## src/rtl/pipeline_ctrl_pkg.sv

```systemverilog
// -----------------------------------------------------------------------------
// pipeline_ctrl_pkg
//   Shared types and constants for the RV32I pipeline stall/flush sequencer.
//   pctrl_state_t : stall classification held by the controller
//   NOP_INSTR     : canonical NOP (addi x0, x0, 0)
//   stall_state() : maps the current D-/I-side stall terms to a state
// -----------------------------------------------------------------------------
package pipeline_ctrl_pkg;

    typedef enum logic [1:0] {
        RUN   = 2'd0,
        DWAIT = 2'd1,
        IWAIT = 2'd2,
        BWAIT = 2'd3
    } pctrl_state_t;

    localparam logic [31:0] NOP_INSTR = 32'h0000_0013;

    function automatic pctrl_state_t stall_state(input logic dstall, input logic istall);
        pctrl_state_t s;
        unique case ({dstall, istall})
            2'b10:   s = DWAIT;
            2'b01:   s = IWAIT;
            2'b11:   s = BWAIT;
            default: s = RUN;
        endcase
        return s;
    endfunction

endpackage

```

## src/rtl/pipeline_ctrl_fetch_buf.sv

```systemverilog
// -----------------------------------------------------------------------------
// fetch_buf
//   One-entry fetch-return buffer. Holds an I-cache response that arrives while
//   the pipeline is frozen for the D-cache.
//   clk_i      : clock
//   rst_ni     : asynchronous active-low reset
//   capture_i  : store data_i and mark valid (wins over clear/redirect)
//   data_i     : instruction to capture
//   clear_i    : entry consumed by IF/ID
//   redirect_i : entry is wrong-path, discard
//   valid_o    : entry holds an instruction
//   data_o     : buffered instruction
// -----------------------------------------------------------------------------
module fetch_buf #(
    parameter int unsigned XLEN = 32
) (
    input  logic            clk_i,
    input  logic            rst_ni,
    input  logic            capture_i,
    input  logic [XLEN-1:0] data_i,
    input  logic            clear_i,
    input  logic            redirect_i,
    output logic            valid_o,
    output logic [XLEN-1:0] data_o
);

    logic            valid_q, valid_d;
    logic [XLEN-1:0] data_q,  data_d;

    always_comb begin
        valid_d = valid_q;
        data_d  = data_q;
        if (capture_i) begin
            valid_d = 1'b1;
            data_d  = data_i;
        end else if (clear_i || redirect_i) begin
            valid_d = 1'b0;
        end
    end

    always_ff @(posedge clk_i or negedge rst_ni) begin
        if (!rst_ni) begin
            valid_q <= 1'b0;
            data_q  <= '0;
        end else begin
            valid_q <= valid_d;
            data_q  <= data_d;
        end
    end

    assign valid_o = valid_q;
    assign data_o  = data_q;

endmodule

```

## src/rtl/pipeline_ctrl.sv

```systemverilog
// -----------------------------------------------------------------------------
// pipeline_ctrl
//   Stall/flush sequencer for the 5-stage RV32I pipeline. Combines load-use,
//   I-/D-cache handshakes and the EX redirect into PC / stage-register enables.
//   Optional performance counters: define PIPE_CTRL_PERF_CNT_EN.
//
//   clk, rst (async, active-low)
//   imem_read/imem_resp/imem_rdata : fetch request and I-cache response
//   dmem_read/dmem_write/dmem_resp : MEM-stage access and D-cache response
//   no_hazard   : 0 = load-use hazard between EX and MEM
//   br_redirect : EX-stage taken branch/jump
//   pc_load, ifid_load, idex_load, exmem_load, memwb_load : register enables
//   ifid_flush, idex_flush, exmem_bubble : NOP injection controls
//   instr_out/instr_valid : instruction presented to IF/ID
//   cnt_dstall/cnt_istall/cnt_loaduse/cnt_flush : saturating counters (macro)
// -----------------------------------------------------------------------------
module pipeline_ctrl
    import pipeline_ctrl_pkg::*;
#(
    parameter int unsigned XLEN  = 32,
    parameter int unsigned CNT_W = 32
) (
    input  logic            clk,
    input  logic            rst,
    input  logic            imem_read,
    input  logic            imem_resp,
    input  logic [XLEN-1:0] imem_rdata,
    input  logic            dmem_read,
    input  logic            dmem_write,
    input  logic            dmem_resp,
    input  logic            no_hazard,
    input  logic            br_redirect,
    output logic            pc_load,
    output logic            ifid_load,
    output logic            idex_load,
    output logic            exmem_load,
    output logic            memwb_load,
    output logic            ifid_flush,
    output logic            idex_flush,
    output logic            exmem_bubble,
    output logic [XLEN-1:0] instr_out,
    output logic            instr_valid
`ifdef PIPE_CTRL_PERF_CNT_EN
    ,
    output logic [CNT_W-1:0] cnt_dstall,
    output logic [CNT_W-1:0] cnt_istall,
    output logic [CNT_W-1:0] cnt_loaduse,
    output logic [CNT_W-1:0] cnt_flush
`endif
);

    pctrl_state_t    state_q, state_d;
    logic            dstall, istall, freeze;
    logic            ibuf_valid;
    logic [XLEN-1:0] ibuf;

    // A buffered instruction satisfies the fetch, so it masks the I-stall.
    assign dstall = (dmem_read | dmem_write) & ~dmem_resp;
    assign istall = imem_read & ~imem_resp & ~ibuf_valid;
    assign freeze = dstall | istall;

    assign state_d = stall_state(dstall, istall);

    always_ff @(posedge clk or negedge rst) begin
        if (!rst) begin
            state_q <= RUN;
        end else begin
            state_q <= state_d;
        end
    end

    // Outputs are gated by rst so they read 0 during reset without a cycle lag.
    always_comb begin
        pc_load      = 1'b0;
        ifid_load    = 1'b0;
        idex_load    = 1'b0;
        exmem_load   = 1'b0;
        memwb_load   = 1'b0;
        ifid_flush   = 1'b0;
        idex_flush   = 1'b0;
        exmem_bubble = 1'b0;
        if (rst && !freeze) begin
            if (br_redirect) begin
                pc_load    = 1'b1;
                ifid_load  = 1'b1;
                idex_load  = 1'b1;
                exmem_load = 1'b1;
                memwb_load = 1'b1;
                ifid_flush = 1'b1;
                idex_flush = 1'b1;
            end else if (!no_hazard) begin
                exmem_load   = 1'b1;
                memwb_load   = 1'b1;
                exmem_bubble = 1'b1;
            end else begin
                pc_load    = 1'b1;
                ifid_load  = 1'b1;
                idex_load  = 1'b1;
                exmem_load = 1'b1;
                memwb_load = 1'b1;
            end
        end
    end

    fetch_buf #(
        .XLEN(XLEN)
    ) u_fetch_buf (
        .clk_i      (clk),
        .rst_ni     (rst),
        .capture_i  (imem_resp & dstall),
        .data_i     (imem_rdata),
        .clear_i    (ifid_load),
        .redirect_i (ifid_flush),
        .valid_o    (ibuf_valid),
        .data_o     (ibuf)
    );

    assign instr_out   = ibuf_valid ? ibuf : imem_rdata;
    assign instr_valid = rst & (ibuf_valid | imem_resp);

    // A held entry means istall was masked, so no I-wait can have been recorded.
    a_ibuf_no_iwait: assert property (@(posedge clk) disable iff (!rst)
        ibuf_valid |-> (state_q == RUN || state_q == DWAIT));

`ifdef PIPE_CTRL_PERF_CNT_EN
    logic [CNT_W-1:0] cnt_dstall_q, cnt_istall_q, cnt_loaduse_q, cnt_flush_q;

    always_ff @(posedge clk or negedge rst) begin
        if (!rst) begin
            cnt_dstall_q  <= '0;
            cnt_istall_q  <= '0;
            cnt_loaduse_q <= '0;
            cnt_flush_q   <= '0;
        end else begin
            if (dstall && cnt_dstall_q != '1)
                cnt_dstall_q <= cnt_dstall_q + CNT_W'(1);
            if (istall && !dstall && cnt_istall_q != '1)
                cnt_istall_q <= cnt_istall_q + CNT_W'(1);
            if (exmem_bubble && cnt_loaduse_q != '1)
                cnt_loaduse_q <= cnt_loaduse_q + CNT_W'(1);
            if (ifid_flush && cnt_flush_q != '1)
                cnt_flush_q <= cnt_flush_q + CNT_W'(1);
        end
    end

    assign cnt_dstall  = cnt_dstall_q;
    assign cnt_istall  = cnt_istall_q;
    assign cnt_loaduse = cnt_loaduse_q;
    assign cnt_flush   = cnt_flush_q;
`else
    if (CNT_W < 1) begin : g_bad_cnt_w
        $error("pipeline_ctrl: CNT_W must be at least 1");
    end
`endif

endmodule

```

## config.mk

```make
export PLATFORM = sky130hd
export DESIGN_NAME = pipeline_ctrl
export DESIGN_NICKNAME = d
export VERILOG_FILES = /design/src/rtl/pipeline_ctrl_pkg.sv /design/src/rtl/pipeline_ctrl_fetch_buf.sv /design/src/rtl/pipeline_ctrl.sv
export SDC_FILE = /design/constraint.sdc
export NUM_CORES = 1
export LEC_CHECK = 0
export ABC_AREA = 1
export BUFFER_PORTS_ARGS = -buffer_cell sky130_fd_sc_hd__buf_2
export CAP_MARGIN = 40
export CORE_MARGIN = 8
export CORE_UTILIZATION = 51
export CTS_BUF_LIST = sky130_fd_sc_hd__clkbuf_4
export DETAILED_ROUTE_END_ITERATION = 16
export PLACE_DENSITY = 0.85
export SLEW_MARGIN = 10
export SYNTH_ARGS = -nofsm -noshare
export SYNTH_HDL_FRONTEND = slang
export SYNTH_HIERARCHICAL = 1
export SYNTH_SLANG_ARGS = --single-unit
```

## constraint.sdc

```tcl
create_clock -name clk -period 1.4 [get_ports clk]
set_clock_uncertainty 0.1 [all_clocks]
set_input_delay 0.14 -clock clk [delete_from_list [all_inputs] [get_ports clk]]
set_output_delay 0.14 -clock clk [all_outputs]
set_load 0.02 [all_outputs]
```

Word-level counts from Yosys, hierarchy flattened
Cells that the tools add are included.
Word-level totals
  register bits: 33
  output and inout port bits: 41
  word-level logic and storage cells: 29
Operators by class
  muxes and demuxes: 12
  bitwise logic cells: 11
  reductions and logical operators: 4
Operators with widths (number)
  $mux W32: 1
  $mux W1: 11
  $and A1 B1 Y1: 5
  $not A1 Y1: 3
  $or A1 B1 Y1: 3
  $reduce_bool A2 Y1: 1
  $logic_and A1 B1 Y1: 1
  $logic_not A1 Y1: 1
  $logic_or A1 B1 Y1: 1

Depth between registers and ports, before layout
  depth in word-level cells: 10
  mapped depth: 8

Hierarchy
The synthesis kept the hierarchy.
By module, submodules not included
  fetch_buf: instances 1, cells an instance 140, area each 1326.3 µm²
  pipeline_ctrl: instances 1, cells an instance 123, area each 883.3 µm²

Worst setup path before layout
No wires, ideal clock.
  path kind: register to output
  from: register u_fetch_buf.valid_q, in the netlist u_fetch_buf/valid_o
  to: output port ifid_load
  arrival: 1.284 ns
  required time: 1.160 ns
  path slack: -0.124 ns
  stages on the path, launching flop included: 7
  buffers on the path: 2
  cell sequence: dfrtp_1 > buf_6 > nor2_4 > nand2_2 > nand3_2 > nor2_1 > buf_4
On the way
  longest elaborated chain between the ends: 6
RTL lines
  start: declaration: RTL line pipeline_ctrl_fetch_buf.sv:27  | logic valid_q, valid_d;
  start signal: assignment: RTL line pipeline_ctrl_fetch_buf.sv:46  | valid_q <= valid_d;
  $not A1 Y1: RTL line pipeline_ctrl.sv:59  | assign istall = imem_read & ~imem_resp & ~ibuf_valid;
  $and A1 B1 Y1: RTL line pipeline_ctrl.sv:59
  $or A1 B1 Y1: RTL line pipeline_ctrl.sv:60  | assign freeze = dstall | istall;
  $logic_not A1 Y1: RTL line pipeline_ctrl.sv:82  | if (rst && !freeze) begin
  $logic_and A1 B1 Y1: RTL line pipeline_ctrl.sv:82
  $mux W1
  end: declaration: RTL line pipeline_ctrl.sv:34  | output logic ifid_load,
Every way passes these cells.

Final worst setup path
  from: register u_fetch_buf.valid_q, in the netlist u_fetch_buf/valid_o
  to: output port instr_out[15]
On the way
  longest elaborated chain between the ends: 1
RTL lines
  $mux W32: RTL line pipeline_ctrl.sv:118  | assign instr_out = ibuf_valid ? ibuf : imem_rdata;
  end: declaration: RTL line pipeline_ctrl.sv:41  | output logic [XLEN-1:0] instr_out,
Every way passes these cells.

==> impl_results.md <==
* Outcome: complete, but fails checks
* Failing checks: setup timing
* IO Port Bufs at 81
* Synthesized area per cell at between 8 and 9 sq um
* RSZ-0062 raised after global routing: true
* H-tree depth at 2
* Post-detailed-route via-to-cell ratio at about 4.8
* Max-cap violations at 0
* Clk sinks at 33
* Placed cell area at about 0.0026 sq mm
* Total die area at 0.00669 sq mm
* Compound-cell area share of the yosys netlist at less than 1%
* Synth Area in Simple Gates at approximately half
* Routed wire length at roughly 6100 um
* I/O pins at 82
* Fin crit period at ~1700 ps
* Synth Instances at approximately 260
* Lkg Pwr at ~1.8 nW
* RePlAce Congestion at approximately 0.70
* DR top layer: met4
* Net Sw Frac at just under 40%
* Multi-input gate area at 0.00117 sq mm
* Slowest stage delay, CP at ~500 ps
* Fillers at about 290
* Power Dens Cells at around 1000 mW/mm^2
* Worst-skew pair later-pin latency at around 330 ps
* Max VDD drop at ~0.65 mV
* Final worst slack at -254 ps
* Final Setup Violations at 41
* Crit end category: output pin
* Measured slew at the worst slew-check pin at approximately 260 ps
* Synthesis-to-finish area growth at 48.2%
* Clock Power Share at around 16%
* Area taken by flip-flops and latches at 827 sq um
* Vias in the first global route at 2303
* #FFs+latches synth at 33
* Int Pwr at around 2.0 mW
* Die width at ~82 um
* Total CTS buffers at 5
* Type of the worst min-delay path: in -> reg
* Max Root-Sink Buffers at 2
* Root buffer cell: clkbuf_4
* Tcrit/Tclk final at 118%
* Synth Area in Adders at 0%
* CTS tree: yes
* Buf+Inv Stages, Crit Path at 4
* Iter 0 DRT Violations at between 70 and 80
* Slowest cell on crit path: dfrtp_2
* Post-DP HPWL at around 3800 um
* Startpoint Class: flip-flop
* Post-synthesis sequential area ratio at 37.4%
* CP cell instances: inv_8 -> buf_12 -> buf_12 -> nand2_4 -> nand2_2 -> buf_6
* Worst path top cell family by delay: flip-flops
* Antenna Nets Post-Route at 0
* Slew Limit Fails at 0
* Placeable Area at between 0.004 and 0.005 sq mm
* Worst EP required at ~1200 ps
* Kind of critical path: reg -> out
* Mux share of post-synthesis cell area at 0%
* Final instance area at 0.00328 sq mm
* First-pass GRT wire length at 10300 um
* XOR/XNOR share of the synthesized area at 0%
* Wire length on met2 at 3310 um
* Yosys warning count at 6
* All-Layer GR Usage at 19.6%
* M1 WL at 2200 um
* Slew headroom at between 80% and 90%
* Grt ovf at 0
* Initial antenna violation count at 1
* Combinational Power Share at 48.8%
* Total net switching power at roughly 1.3 mW
* Max Clk Rate at between 600 and 700 MHz
* Number of cell rows at 24
* Layout cells sized above 1 at about 49%
* Arrival time worst endpoint at roughly 1400 ps
* Met3 wire len at roughly 360 um
* Seq pwr share at 35.5%
* Final #Nets at 420
* Clock transition at path regs at about 110 ps
* Final Hold Fails at 0
* Die Ht at slightly above 80 um
* Largest net degree at the start of global routing at 34
* Largest family of logic cells by synthesized area: simple AND/OR/NAND/NOR gates
* Syn Std Cell Area at about 0.0022 sq mm
* Avg WL per Cell at 14.0 um
* Synth Net Count at slightly above 300
* Worst hold slack at 212 ps
* Initial Util at between 50 and 60%
* First-pass iteration count of the detailed router at 4
* Most used cell, CP: buf_12
* Worst-path maximum fanout at 8
* Netlist cell types at 14
* Vias after detailed routing at 2065
* Post-route DRC at 0
==> registers in the layout (all words and copies together) (netlist names) <==
register	cells
u_fetch_buf/valid_o	1
u_fetch_buf/data_o	32
==> through the flow <==
stage	utilization, %	total power, mW	setup slack (ps)	cells	setup TNS [ps]
final	76.8	3.36	-254	433	-8720
after global routing	76.8	3.57	-331	433	-11950
after CTS	77.2	3.39	-256	433	-8750
after detailed placement	60.7	2.49	15.5	387	0
after global placement	60.7	2.45	39.9	387	0
after floorplan	-	2.13	8.74	263	0
==> layout by cell type (no fill, tap or decap) <==
master,count
nand2_4,31
clkinv_2,2
buf_6,34
nand2_2,41
nor2_1,3
dfrtp_2,1
diode_2,1
nor2_4,4
buf_12,6
clkinvlp_4,1
dfrtp_1,32
o21bai_4,1
inv_1,4
buf_4,6
inv_8,2
dlygate4sd3_1,33
inv_2,1
nor2_2,1
clkbuf_4,5
buf_2,48
nand2_1,123
nand3_4,1
==> layer usage <==
| metal | track usage [%] | vias to the layer above |
|---|---|---|
| met3 | 4.81 | 22 |
| met4 | 10.9 | 0 |
| met5 | 0 | - |
| li1 | - | 1002 |
| met1 | 20.0 | 974 |
| met2 | 35.8 | 67 |
==> logic make-up (layout without fill, tap and decap cells) <==
| kind of cell | after synthesis | after routing |
|---|---|---|
| AO/OA/AOI/OAI | 1 | 1 |
| buffers and inverters | 25 | 142 |
| flip-flops | 33 | 33 |
| other | 0 | 1 |
| AND/OR/NAND/NOR | 204 | 204 |
==> final timing paths <==
check	startpoint	endpoint	depth (start not counted)	slack, ps
worst max-delay path	u_fetch_buf/valid_o$_DFFE_PN0P_	instr_out[15]	6	-250
worst min-delay path	br_redirect	u_fetch_buf/valid_o$_DFFE_PN0P_	6	210
worst max register to register	u_fetch_buf/valid_o$_DFFE_PN0P_	u_fetch_buf/valid_o$_DFFE_PN0P_	7	100
worst min register to register	u_fetch_buf/data_o[16]$_DFFE_PN0P_	u_fetch_buf/data_o[16]$_DFFE_PN0P_	2	380
max in group asynchronous	rst	u_fetch_buf/valid_o$_DFFE_PN0P_	3	730
min in group asynchronous	rst	u_fetch_buf/data_o[4]$_DFFE_PN0P_	3	260
==> synthesized netlist by cell type (all sizes together) <==
cell type / count / area (sq um)
nand2: 195 / 1060
dfrtp: 33 / 826
buf: 15 / 178
nor2: 8 / 37.5
inv: 7 / 41.3
clkbuf: 3 / 41.3
nand3: 1 / 10.0
o21bai: 1 / 18.8
==> worst min-delay path: stages <==
cell	delay, ps
buf_2	90
inv_1	60
nor2_4	150
nor2_1	80
nand2_1	50
nand2_1	40
==> power by group through the flow <==
stage	Sequential [mW]	Clock (mW)	Combinational [mW]
after global placement	1.20	0	1.25
after global routing	1.22	0.592	1.76
after detailed placement	1.21	0	1.28
after CTS	1.19	0.538	1.66
after floorplan	1.18	0	0.952
final	1.19	0.527	1.64
==> final cells by class <==
cell class | count | share of cell area (%)
multi-input cells | 205 | 35.6
repair buffers | 127 | 34.1
flip-flops and latches | 33 | 25.2
well taps | 52 | 1.99
inverters | 7 | 1.26
clock buffers | 5 | 1.15
clock inverters | 3 | 0.535
diodes | 1 | 0.0764
==> what timing repair did <==
item                                    in CTS  in global routing
gates cloned                                 1                  0
setup buffers                                4                  0
endpoints found under the hold margin       65                  0
endpoints found under the setup margin      41                 41
gates resized for setup                     76                  2
pin swaps                                    2                  2
hold buffers                                33                  0
No activity file was read; power rests on OpenSTA's default activity.
